[src/rtl/chip8_pkg.sv]
// Shared types for the CHIP-8 keypad wait/skip block. Optional release-wait
// behaviour is selected with CHIP8_KEY_RELEASE_WAIT_EN.
package chip8_pkg;

  localparam int unsigned KEY_W    = 4;
  localparam int unsigned NUM_KEYS = 16;

  typedef enum logic [1:0] {
    OP_WAIT_KEY = 2'b00,
    OP_SKP      = 2'b01,
    OP_SKNP     = 2'b10,
    OP_RSVD     = 2'b11
  } key_op_e;

  typedef enum logic [1:0] {
    StIdle        = 2'b00,
    StWaitPress   = 2'b01,
    StWaitRelease = 2'b10,
    StResp        = 2'b11
  } wait_state_e;

  // Index of the lowest set bit; 0 when the vector is empty.
  function automatic logic [KEY_W-1:0] lowest_key(input logic [NUM_KEYS-1:0] keys);
    lowest_key = '0;
    for (int i = NUM_KEYS - 1; i >= 0; i--) begin
      if (keys[i]) lowest_key = i[KEY_W-1:0];
    end
  endfunction

endpackage

[src/rtl/chip8_key_debounce.sv]
// Keypad debouncer: the debounced vector follows the registered raw vector once
// it has been unchanged for DEBOUNCE_CYCLES consecutive cycles.
module chip8_key_debounce
  import chip8_pkg::*;
#(
  parameter int unsigned DEBOUNCE_CYCLES = 4
) (
  input  logic                clk,
  input  logic                rst_n,
  input  logic [NUM_KEYS-1:0] raw,
  output logic [NUM_KEYS-1:0] debounced
);

  localparam logic [7:0] CntMax = 8'(DEBOUNCE_CYCLES);

  logic [NUM_KEYS-1:0] sample_q;
  logic [NUM_KEYS-1:0] deb_q, deb_d;
  logic [7:0]          cnt_q, cnt_d;

  // cnt_q counts how many consecutive samples sample_q has held its value.
  always_comb begin
    cnt_d = cnt_q;
    deb_d = deb_q;
    if (raw != sample_q) begin
      cnt_d = 8'd1;
    end else if (cnt_q != CntMax) begin
      cnt_d = cnt_q + 8'd1;
    end
    if (cnt_q == CntMax) begin
      deb_d = sample_q;
    end
  end

  always_ff @(posedge clk or negedge rst_n) begin
    if (!rst_n) begin
      sample_q <= '0;
      cnt_q    <= '0;
      deb_q    <= '0;
    end else begin
      sample_q <= raw;
      cnt_q    <= cnt_d;
      deb_q    <= deb_d;
    end
  end

  assign debounced = deb_q;

endmodule

[src/rtl/chip8_key_wait.sv]
// CHIP-8 keypad unit serving FX0A / EX9E / EXA1. Define CHIP8_KEY_RELEASE_WAIT_EN
// to make FX0A complete on release of the captured key instead of on the press.
module chip8_key_wait
  import chip8_pkg::*;
#(
  parameter int unsigned DEBOUNCE_CYCLES = 4
) (
  input  logic                clk,
  input  logic                reset,
  input  logic [NUM_KEYS-1:0] key_state,
  input  logic                req_valid,
  output logic                req_ready,
  input  logic [1:0]          req_op,
  input  logic [KEY_W-1:0]    req_key,
  input  logic                abort,
  output logic                rsp_valid,
  input  logic                rsp_ready,
  output logic [KEY_W-1:0]    rsp_key,
  output logic                rsp_skip,
  output logic                busy
);

  // Assertion is asynchronous, release reaches the logic two edges later.
  logic [1:0] rst_sync_q;
  logic       rst_n;

  always_ff @(posedge clk or negedge reset) begin
    if (!reset) begin
      rst_sync_q <= '0;
    end else begin
      rst_sync_q <= {rst_sync_q[0], 1'b1};
    end
  end

  assign rst_n = rst_sync_q[1];

  logic [NUM_KEYS-1:0] debounced;

  chip8_key_debounce #(
    .DEBOUNCE_CYCLES(DEBOUNCE_CYCLES)
  ) u_debounce (
    .clk      (clk),
    .rst_n    (rst_n),
    .raw      (key_state),
    .debounced(debounced)
  );

  wait_state_e         state_q, state_d;
  logic [NUM_KEYS-1:0] baseline_q, baseline_d;
  logic [KEY_W-1:0]    rsp_key_q, rsp_key_d;
  logic                rsp_skip_q, rsp_skip_d;
  logic [NUM_KEYS-1:0] fresh;
  key_op_e             op;
`ifdef CHIP8_KEY_RELEASE_WAIT_EN
  logic [KEY_W-1:0]    pend_q, pend_d;
`endif

  assign op    = key_op_e'(req_op);
  assign fresh = debounced & ~baseline_q;

  always_comb begin
    state_d    = state_q;
    baseline_d = baseline_q;
    rsp_key_d  = rsp_key_q;
    rsp_skip_d = rsp_skip_q;
`ifdef CHIP8_KEY_RELEASE_WAIT_EN
    pend_d     = pend_q;
`endif
    unique case (state_q)
      StIdle: begin
        if (req_valid) begin
          unique case (op)
            OP_WAIT_KEY: begin
              baseline_d = debounced;
              state_d    = StWaitPress;
            end
            OP_SKP, OP_SKNP: begin
              rsp_key_d  = req_key;
              rsp_skip_d = debounced[req_key] ^ (op == OP_SKNP);
              state_d    = StResp;
            end
            default: ;  // reserved op is consumed silently
          endcase
        end
      end
      StWaitPress: begin
        if (abort) begin
          state_d = StIdle;
        end else begin
          // Keys held at accept only count once they have been released.
          baseline_d = baseline_q & debounced;
          if (|fresh) begin
`ifdef CHIP8_KEY_RELEASE_WAIT_EN
            pend_d  = lowest_key(fresh);
            state_d = StWaitRelease;
`else
            rsp_key_d  = lowest_key(fresh);
            rsp_skip_d = 1'b0;
            state_d    = StResp;
`endif
          end
        end
      end
      StWaitRelease: begin
`ifdef CHIP8_KEY_RELEASE_WAIT_EN
        if (abort) begin
          state_d = StIdle;
        end else if (!debounced[pend_q]) begin
          rsp_key_d  = pend_q;
          rsp_skip_d = 1'b0;
          state_d    = StResp;
        end
`else
        state_d = StIdle;
`endif
      end
      StResp: begin
        if (rsp_ready) state_d = StIdle;
      end
      default: state_d = StIdle;
    endcase
  end

  always_ff @(posedge clk or negedge rst_n) begin
    if (!rst_n) begin
      state_q    <= StIdle;
      baseline_q <= '0;
      rsp_key_q  <= '0;
      rsp_skip_q <= 1'b0;
    end else begin
      state_q    <= state_d;
      baseline_q <= baseline_d;
      rsp_key_q  <= rsp_key_d;
      rsp_skip_q <= rsp_skip_d;
    end
  end

`ifdef CHIP8_KEY_RELEASE_WAIT_EN
  always_ff @(posedge clk or negedge rst_n) begin
    if (!rst_n) begin
      pend_q <= '0;
    end else begin
      pend_q <= pend_d;
    end
  end
`endif

  assign req_ready = (state_q == StIdle);
  assign busy      = (state_q != StIdle);
  assign rsp_valid = (state_q == StResp);
  assign rsp_key   = rsp_key_q;
  assign rsp_skip  = rsp_skip_q;

endmodule

[config.mk]
export PLATFORM = sky130hd
export DESIGN_NAME = chip8_key_wait
export DESIGN_NICKNAME = d
export VERILOG_FILES = /design/src/rtl/chip8_pkg.sv /design/src/rtl/chip8_key_debounce.sv /design/src/rtl/chip8_key_wait.sv
export SDC_FILE = /design/constraint.sdc
export NUM_CORES = 1
export LEC_CHECK = 0
export ABC_AREA = 1
export ABC_CLOCK_PERIOD_IN_PS = 5600
export BUFFER_PORTS_ARGS = -buffer_cell sky130_fd_sc_hd__buf_2
export CORE_MARGIN = 1
export CORE_UTILIZATION = 62
export DETAILED_ROUTE_END_ITERATION = 12
export MAX_ROUTING_LAYER = met4
export PLACE_DENSITY_LB_ADDON = 0.1
export SYNTH_ARGS = -nofsm -noshare
export SYNTH_HDL_FRONTEND = slang
export SYNTH_SLANG_ARGS = --single-unit
[constraint.sdc]
create_clock -name clk -period 5.6 [get_ports clk]
set_input_delay 0.56 -clock clk [delete_from_list [all_inputs] [get_ports clk]]
set_output_delay 0.56 -clock clk [all_outputs]
set_load 0.005 [all_outputs]
==> reports/metrics.csv, run 1 <==
stage;metric;value;unit
layout;Final Cell Area;3611;um^2
global_routing;largest net degree at the start of global routing;64;
floorplan;Rows;25;
power_and_ir_drop;Max VDD drop;0.2391;mV
synthesis;commonest cells in the netlist;75 x nand2_1, 65 x dfrtp_1, 56 x inv_1;
floorplan;IO Pins;35;
setup_path;register-to-register setup slack;3500;ps
floorplan;Initial Util;0.6552;
synthesis;Post-synth EDFFs;0;
placement;dpl hpwl;4.244;mm
setup_path;kind of critical path;flip-flop to flip-flop;
sta;endpoints failing setup;0;
min_path;Hold Startpoint;key_state[12];
placement;Port Buffers;34;
setup_path;Crit. End Element;flip-flop;
layout;Non-Filler Instances;464;
synthesis;fraction of synthesis flops using an asynchronous set or reset pin;1.000;
status;outcome;complete, no violations;
synthesis;ys flop type;dfrtp_1;
setup_path;Setup crit start;state_q[0]$_DFFE_PN0P_;
clocking;Num CTS Buffers;9;
floorplan;Die Y;73.12;um
synthesis;Yosys warnings;0;
layout;Nets;423;
synthesis;post-synth cell types;40;
synthesis;sequential area share after synthesis;0.5188;
global_routing;gr usage total;0.2731;
detailed_routing;DRT Pass-1 Iters;6;
synthesis;mapped cell area;3136;um^2
sta;Final Hold Viols;0;
power_and_ir_drop;Leak;1.816;nW
layout;P&R area growth vs syn;15.16;%
clocking;Bufs on Longest Clock Path;2;
min_path;min-delay worst type;primary input to flip-flop;
sta;fin crit share;0.3757;
clocking;Resize count post-CTS;0;
synthesis;post-synth top area share;0.5188;
detailed_routing;Starting DRT DRC Count;228;
placement;Placement Cell Area;3372;um^2
synthesis;Synth area leader;dfrtp_1;
detailed_routing;Avg Vias per Cell;5.127;
global_routing;Overflow after GRT;0;
global_routing;number of global-route vias before repair;2282;
synthesis;Mean Syn Cell Area;8.959;um^2
sta;Worst Clk Skew;7.942;ps
setup_path;Worst setup SP type;flip-flop;
detailed_routing;Post-DRT Antenna Nets;0;
clocking;CTS tree;yes;
clocking;clk sinks;65;
sta;final setup TNS;0;ps
placement;Inst Count DP;447;
synthesis;Synthesized Nets;381;
clocking;Reg clk slew, reported paths;70;ps
floorplan;total die area;5346;um^2
placement;Final Wtd Congestion;0.7962;
sta;Max Clk Rate;475.3;MHz
synthesis;most common cell in the netlist;nand2_1;
setup_path;FF-to-FF Start;state_q[0]$_DFFE_PN0P_;
synthesis;top cells by area, synth;dfrtp_1 52%, nand2_1 9.0%, inv_1 6.7%, o21ai_0 4.9%, a22oi_2 4.0%;
flow_run;max-cap violation count;0;
synthesis;Synth Register Bits;65;
layout;layout cells sized above 1;0.2065;
floorplan;core box area;4786;um^2
setup_path;Crit path required time;5850;ps
global_routing;global-route wire length before repair;10.36;mm
detailed_routing;WL per Instance;12.74;um
sta;Hold WS;336.4;ps
detailed_routing;Remaining DRCs;0;
layout;FILL cells;336;
sta;Worst Tran Pin Value;965.7;ps
layout;number of diodes;0;
sta;max-slew violations;0;
clocking;H-tree Lvls;3;
clocking;worst skew pair latency;340;ps
sta;worst rel slew slack;0.3541;
setup_path;CP arrival;2360;ps
detailed_routing;Post-Route WL;5.910;mm
floorplan;Die X;73.12;um
sta;crit path time final;2104;ps
setup_path;Critical Path Fanout Max;19;
detailed_routing;via count;2379;
layout;final core area utilization;0.7545;
synthesis;Mapped Cells;350;
global_routing;initial antenna violation count;0;
sta;unrepaired setup endpoints after global routing;false;
clocking;CTS Root Cell;clkbuf_8;
power_and_ir_drop;power per cell area;349.4;nW/um^2
worst paths after layout:
check                                                     to  cells after the start
setup / recovery                   baseline_q[4]$_DFFE_PN0P_                      6
min in group asynchronous  u_debounce.sample_q[12]$_DFF_PN0_                      1
setup reg to reg                   baseline_q[4]$_DFFE_PN0P_                      6
hold / removal             u_debounce.sample_q[12]$_DFF_PN0_                      1
hold reg to reg                      rst_sync_q[1]$_DFF_PN0_                      0
max in group asynchronous   u_debounce.sample_q[3]$_DFF_PN0_                      1
stage by stage:
step / setup slack (ps) / power, mW
floorplan: 3656 / 0.7582
global placement: 3252 / 0.8188
detailed placement: 3182 / 0.8250
CTS: 3489 / 1.273
global route: 3345 / 1.327
finish: 3496 / 1.262
sequential cells by signal, summed over array words and instances (netlist names):
name / flops
u_debounce.sample_q: 16
u_debounce.cnt_q: 8
state_q: 2
rsp_skip: 1
rsp_key: 4
rst_sync_q: 2
baseline_q: 16
u_debounce.debounced: 16
area by class of cell:
type	instances	area, um^2	share of cell area
Clock buffer	11	151.4	0.04193
Clock inverter	5	77.57	0.02148
Inverter	58	220.2	0.06098
Multi-Input combinational cell	221	1255	0.3475
Sequential cell	65	1628	0.4508
Tap cell	67	83.83	0.02322
Timing Repair Buffer	37	195.2	0.05405
cells by family (layout without fill, tap and decap cells):
kind of cell | after synthesis | in the layout | share of synthesized area
AO/OA/AOI/OAI | 75 | 75 | 0.1624
XOR/XNOR | 15 | 15 | 0.04190
adder cells (fa/ha/maj) | 4 | 4 | 0.01596
buffers and inverters | 64 | 111 | 0.08100
flip-flops | 65 | 65 | 0.5188
other | 1 | 1 | 0.001196
AND/OR/NAND/NOR | 126 | 126 | 0.1788
cell usage in the layout, fill, tap and decap left out, drive strengths merged:
cell and count:
nand2 79, dfrtp 65, inv 58, buf 36, o21ai 35, nor2 28, a21oi 17, a22oi 14
xnor2 12, clkbuf 11, nor3 5, nand4 4, ha 4, o221ai 4, or2 4, nand3 3
xor2 3, nor4 2, clkinv 2, bufinv 2, o22ai 1, o211ai 1, nand3b 1, a211oi 1
o211a 1, a311o 1, clkinvlp 1, dlygate4sd3 1, conb 1
repair_timing:
action,CTS,global route
hold endpoints to repair,2,0
endpoints found under the setup margin,0,0
hold buffers,1,0
setup buffers,0,0
layer usage:
layer	vias to the layer above	share of wire	track usage	wire, um
met1	1086	0.49	0.3734	2889
met4	0	0.016	0.1111	97
li1	1214	-	-	-
met2	68	0.45	0.3920	2662
met5	-	0	-	0
met3	11	0.044	0.06630	261
worst max-delay path, stage by stage, from the launching register on:
cell and delay, ps:
dfrtp_1 420, inv_1 90, nor2_4 120, a21oi_2 90, nor3_4 740, nand2_4 300, a22oi_1 250
where the power goes:
part	switching, mW	internal (mW)	total [mW]
sequential	0.0211	0.500	0.521
combinational	0.191	0.102	0.293
clock	0.175	0.273	0.448
(Power assumes the default switching activity.)
==> run 2: changes to the inputs <==
- ABC_AREA: 1 -> 0
- ABC_CLOCK_PERIOD_IN_PS: 5600 -> 2100
- CORE_UTILIZATION: 62 -> 57
- clock period: 5.6 -> 2.1 ns (I/O delays scaled with it)
==> run 2 against run 1 <==
  * Critical path depth unchanged
  * Worst setup slack worse by 3400 ps
  * Largest cell class unchanged
  * Power rose to 2.7 times the previous value
  * Critical path type is now primary input to flip-flop
  * Sequential share of layout area up 0.078 points
  * Sequential power rose to 3.1 times the previous value
  * Via count down 13%
  * Clock power up 130%
  * Synthesized cell count down 29%
  * Clock-buffer cell count down 1
  * Die area up 3.5%
  * Critical endpoint is now u_debounce.cnt_q[0]$_DFFE_PN0P_
==> reports/metrics.csv, run 2 <==
stage;metric;value;unit;change
clocking;Post-CTS Setup Repair Bufs;0;;unchanged
sta;Final Hold Viols;0;;unchanged
synthesis;Synth Register Bits;65;;unchanged
setup_path;Crit. End Element;flip-flop;;unchanged
placement;Setup Slack @ Placement;116.3;ps;was 3182 ps
placement;Final Wtd Congestion;0.8870;;was 0.7962
global_routing;largest net degree at the start of global routing;64;;unchanged
detailed_routing;WL per Instance;15.00;um;was 12.74 um
sta;fin crit share;0.9332;;
synthesis;Post-Synth Simple-Gate Area;0.1366;;was 0.1788
min_path;Hold Startpoint;req_valid;;was key_state[12]
synthesis;Yosys warnings;0;;unchanged
clocking;CTS tree;yes;;unchanged
placement;Port Buffers;34;;unchanged
detailed_routing;Post-Route WL;5.685;mm;was 5.910 mm
synthesis;Post-synth EDFFs;0;;unchanged
synthesis;commonest cells in the netlist;65 x dfrtp_1, 21 x xor2_1, 19 x nor2_1;;was 75 x nand2_1, 65 x dfrtp_1, 56 x inv_1
power_and_ir_drop;Max VDD drop;0.5491;mV;was 0.2391 mV
synthesis;Synth area leader;dfrtp_1;;unchanged
synthesis;post-synth cell types;43;;was 40
setup_path;Worst Path Buf+Inv;2;;was 1
sta;final setup TNS;0;ps;unchanged
setup_path;Worst setup SP type;primary input;;was flip-flop
sta;worst rel slew slack;0.4809;;was 0.3541
layout;FILL cells;358;;was 336
floorplan;Rows;25;;unchanged
detailed_routing;Starting DRT DRC Count;116;;was 228
synthesis;most common cell in the netlist;dfrtp_1;;was nand2_1
setup_path;FF-to-FF Start;state_q[1]$_DFFE_PN0P_;;was state_q[0]$_DFFE_PN0P_
synthesis;Compound-Gate Fraction of Synth Area;0.1039;;was 0.1624
setup_path;Largest stage delay, worst path;550;ps;was 740 ps
synthesis;mapped cell area;2987;um^2;was 3136 um^2
min_path;min-delay worst type;primary input to flip-flop;;unchanged
detailed_routing;Avg Vias per Cell;5.467;;was 5.127
synthesis;Post-Synth Adder-Cell Area;0.01676;;was 0.01596
synthesis;main combinational cell family by area after synthesis;simple AND/OR/NAND/NOR gates;;unchanged
synthesis;Mean Syn Cell Area;12.09;um^2;was 8.959 um^2
setup_path;Critical Path Fanout Max;8;;was 19
global_routing;Overflow after GRT;0;;unchanged
layout;final core area utilization;0.7387;;was 0.7545
floorplan;Die X;74.39;um;was 73.12 um
clocking;Bufs on Longest Clock Path;2;;unchanged
synthesis;mux cell area share after synthesis;0.1064;;was 0
sta;Final WS setup;140.4;ps;was 3496 ps
status;outcome;complete, no violations;;unchanged
detailed_routing;via count;2072;;was 2379
layout;layout cells sized above 1;0.2532;;was 0.2065
power_and_ir_drop;Leak;1.718;nW;was 1.816 nW
setup_path;CP max-delay cell;dlygate4sd3_1;;was nor3_4
power_and_ir_drop;power per cell area;939.4;nW/um^2;was 349.4 nW/um^2
setup_path;Crit path required time;2320;ps;was 5850 ps
layout;footprint of the multi-input gates;1299;um^2;was 1255 um^2
sta;Worst Clk Skew;8.112;ps;was 7.942 ps
detailed_routing;Post-DRT Antenna Nets;0;;unchanged
synthesis;Synthesized Nets;278;;was 381
sta;max-slew violations;0;;unchanged
layout;Nets;338;;was 423
synthesis;XOR/XNOR Fraction of Synth Area;0.06745;;was 0.04190
sta;crit path time final;1960;ps;
clocking;Num CTS Buffers;9;;unchanged
clocking;H-tree Lvls;3;;unchanged
setup_path;CP arrival;2180;ps;was 2360 ps
setup_path;CP Cell Sequence;dlygate4sd3_1 > buf_2 > xor2_1 > nor4_1 > nand4_1 > nand2b_1;;was inv_1 > nor2_4 > a21oi_2 > nor3_4 > nand2_4 > a22oi_1
layout;FF+latch area;1628;um^2;unchanged
synthesis;Mapped Cells;247;;was 350
placement;dpl hpwl;3.768;mm;was 4.244 mm
global_routing;initial antenna violation count;0;;unchanged
clocking;worst skew pair latency;340;ps;about the same
setup_path;Setup crit start;key_state[2];;was state_q[0]$_DFFE_PN0P_
global_routing;gr usage total;0.2447;;was 0.2731
detailed_routing;Remaining DRCs;0;;unchanged
floorplan;Initial Util;0.6121;;was 0.6552
synthesis;top cells by area, synth;dfrtp_1 54%, xor2_1 6.2%, mux2_2 6.0%, o22a_1 4.7%, mux4_1 3.5%;;was dfrtp_1 52%, nand2_1 9.0%, inv_1 6.7%, o21ai_0 4.9%, a22oi_2 4.0%
setup_path;delay-heaviest family, CP;simple AND/OR/NAND/NOR gates;;unchanged
sta;Worst Tran Pin Value;778.7;ps;was 965.7 ps
floorplan;IO Pins;35;;unchanged
sta;unrepaired setup endpoints after global routing;false;;unchanged
sta;endpoints failing setup;0;;unchanged
global_routing;global-route wire length before repair;9.515;mm;was 10.36 mm
flow_run;max-cap violation count;0;;unchanged
clocking;Reg clk slew, reported paths;70;ps;about the same
floorplan;Die Y;74.39;um;was 73.12 um
synthesis;post-synth top area share;0.5446;;was 0.5188
clocking;clk sinks;65;;unchanged
sta;Max Clk Rate;510.3;MHz;
synthesis;fraction of synthesis flops using an asynchronous set or reset pin;1.000;;unchanged
layout;P&R area growth vs syn;20.70;%;was 15.16%
floorplan;total die area;5533;um^2;was 5346 um^2
layout;commonest non-fill, non-tap cell in the layout;dfrtp_1;;was nand2_1
global_routing;number of global-route vias before repair;2034;;was 2282
clocking;CTS Root Cell;clkbuf_8;;unchanged
synthesis;ys flop type;dfrtp_1;;unchanged
setup_path;kind of critical path;primary input to flip-flop;;was flip-flop to flip-flop
floorplan;core box area;4880;um^2;was 4786 um^2
layout;number of diodes;0;;unchanged
detailed_routing;DRT Pass-1 Iters;4;;was 6
layout;most frequent cells in the layout;64 x dfrtp_1, 34 x buf_2, 21 x xor2_1;;was 75 x nand2_1, 64 x dfrtp_1, 56 x inv_1
synthesis;sequential area share after synthesis;0.5446;;was 0.5188
run 2: logic make-up (layout without fill, tap and decap cells):
group,count (synthesis),after routing
AOI/OAI and AO/OA,41,41
xor gates and xnor gates,23,23
adders and majority gates,4,4
buffers and inverters,15,80
DFF,65,65
muxes,22,22
other,1,1
and+or+nand+nor,76,76
run 2: worst paths after layout:
path / end / slack [ps] / cells after the start
min in group asynchronous: rst_sync_q[0]$_DFF_PN0_ / 230 / 2
worst min register to register: rst_sync_q[1]$_DFF_PN0_ / 350 / 0
worst max register to register: rsp_key[0]$_DFFE_PN0P_ / 200 / 6
worst max-delay path: u_debounce.cnt_q[0]$_DFFE_PN0P_ / 140 / 6
worst min-delay path: state_q[0]$_DFFE_PN0P_ / 130 / 3
max in group asynchronous: u_debounce.sample_q[1]$_DFF_PN0_ / 1160 / 1
run 2: where the power goes:
part	switching (mW)	internal [mW]	total [mW]
clock	0.474	0.542	1.02
combinational	0.362	0.384	0.746
sequential	0.135	1.49	1.62
run 2: through the flow:
stage                     hold WS [ps]  cells  power, mW  instance area, um^2
after floorplan                 -85.59    247      2.138                 2987
after global placement          -5.245    346      2.339                 3241
after detailed placement        -3.815    346      2.370                 3241
after CTS                        114.7    379      3.410                 3597
after global routing             138.3    379      3.598                 3605
final                            125.4    379      3.386                 3605
run 2: repair_timing:
item / CTS / global route
hold endpoints to repair: 18 / 0
resized for setup: 0 / 2
setup endpoints to repair: 0 / 22
hold buffers: 17 / 0
run 2: metal layers:
layer  up-vias  track usage  share of wire
met4         0      0.08176         0.0099
met5         -            -              0
met3         4      0.06504          0.050
met1      1008       0.3089           0.44
li1       1010            -              -
met2        50       0.3844           0.50
run 2: worst register-to-register path, cell delays in order, from the launching register on:
cell	delay [ps]
dfrtp_1	450
nand2b_2	270
nor3_2	270
nand4_1	150
o31a_1	430
nor2_1	140
a21oi_1	50
run 2: layout make-up:
cell class	instances	area share
Tap cell	67	0.02326
Clock inverter	6	0.01631
Timing Repair Buffer	56	0.1048
Clock buffer	10	0.03540
Multi-Input combinational cell	167	0.3603
Inverter	8	0.008330
Sequential cell	65	0.4516
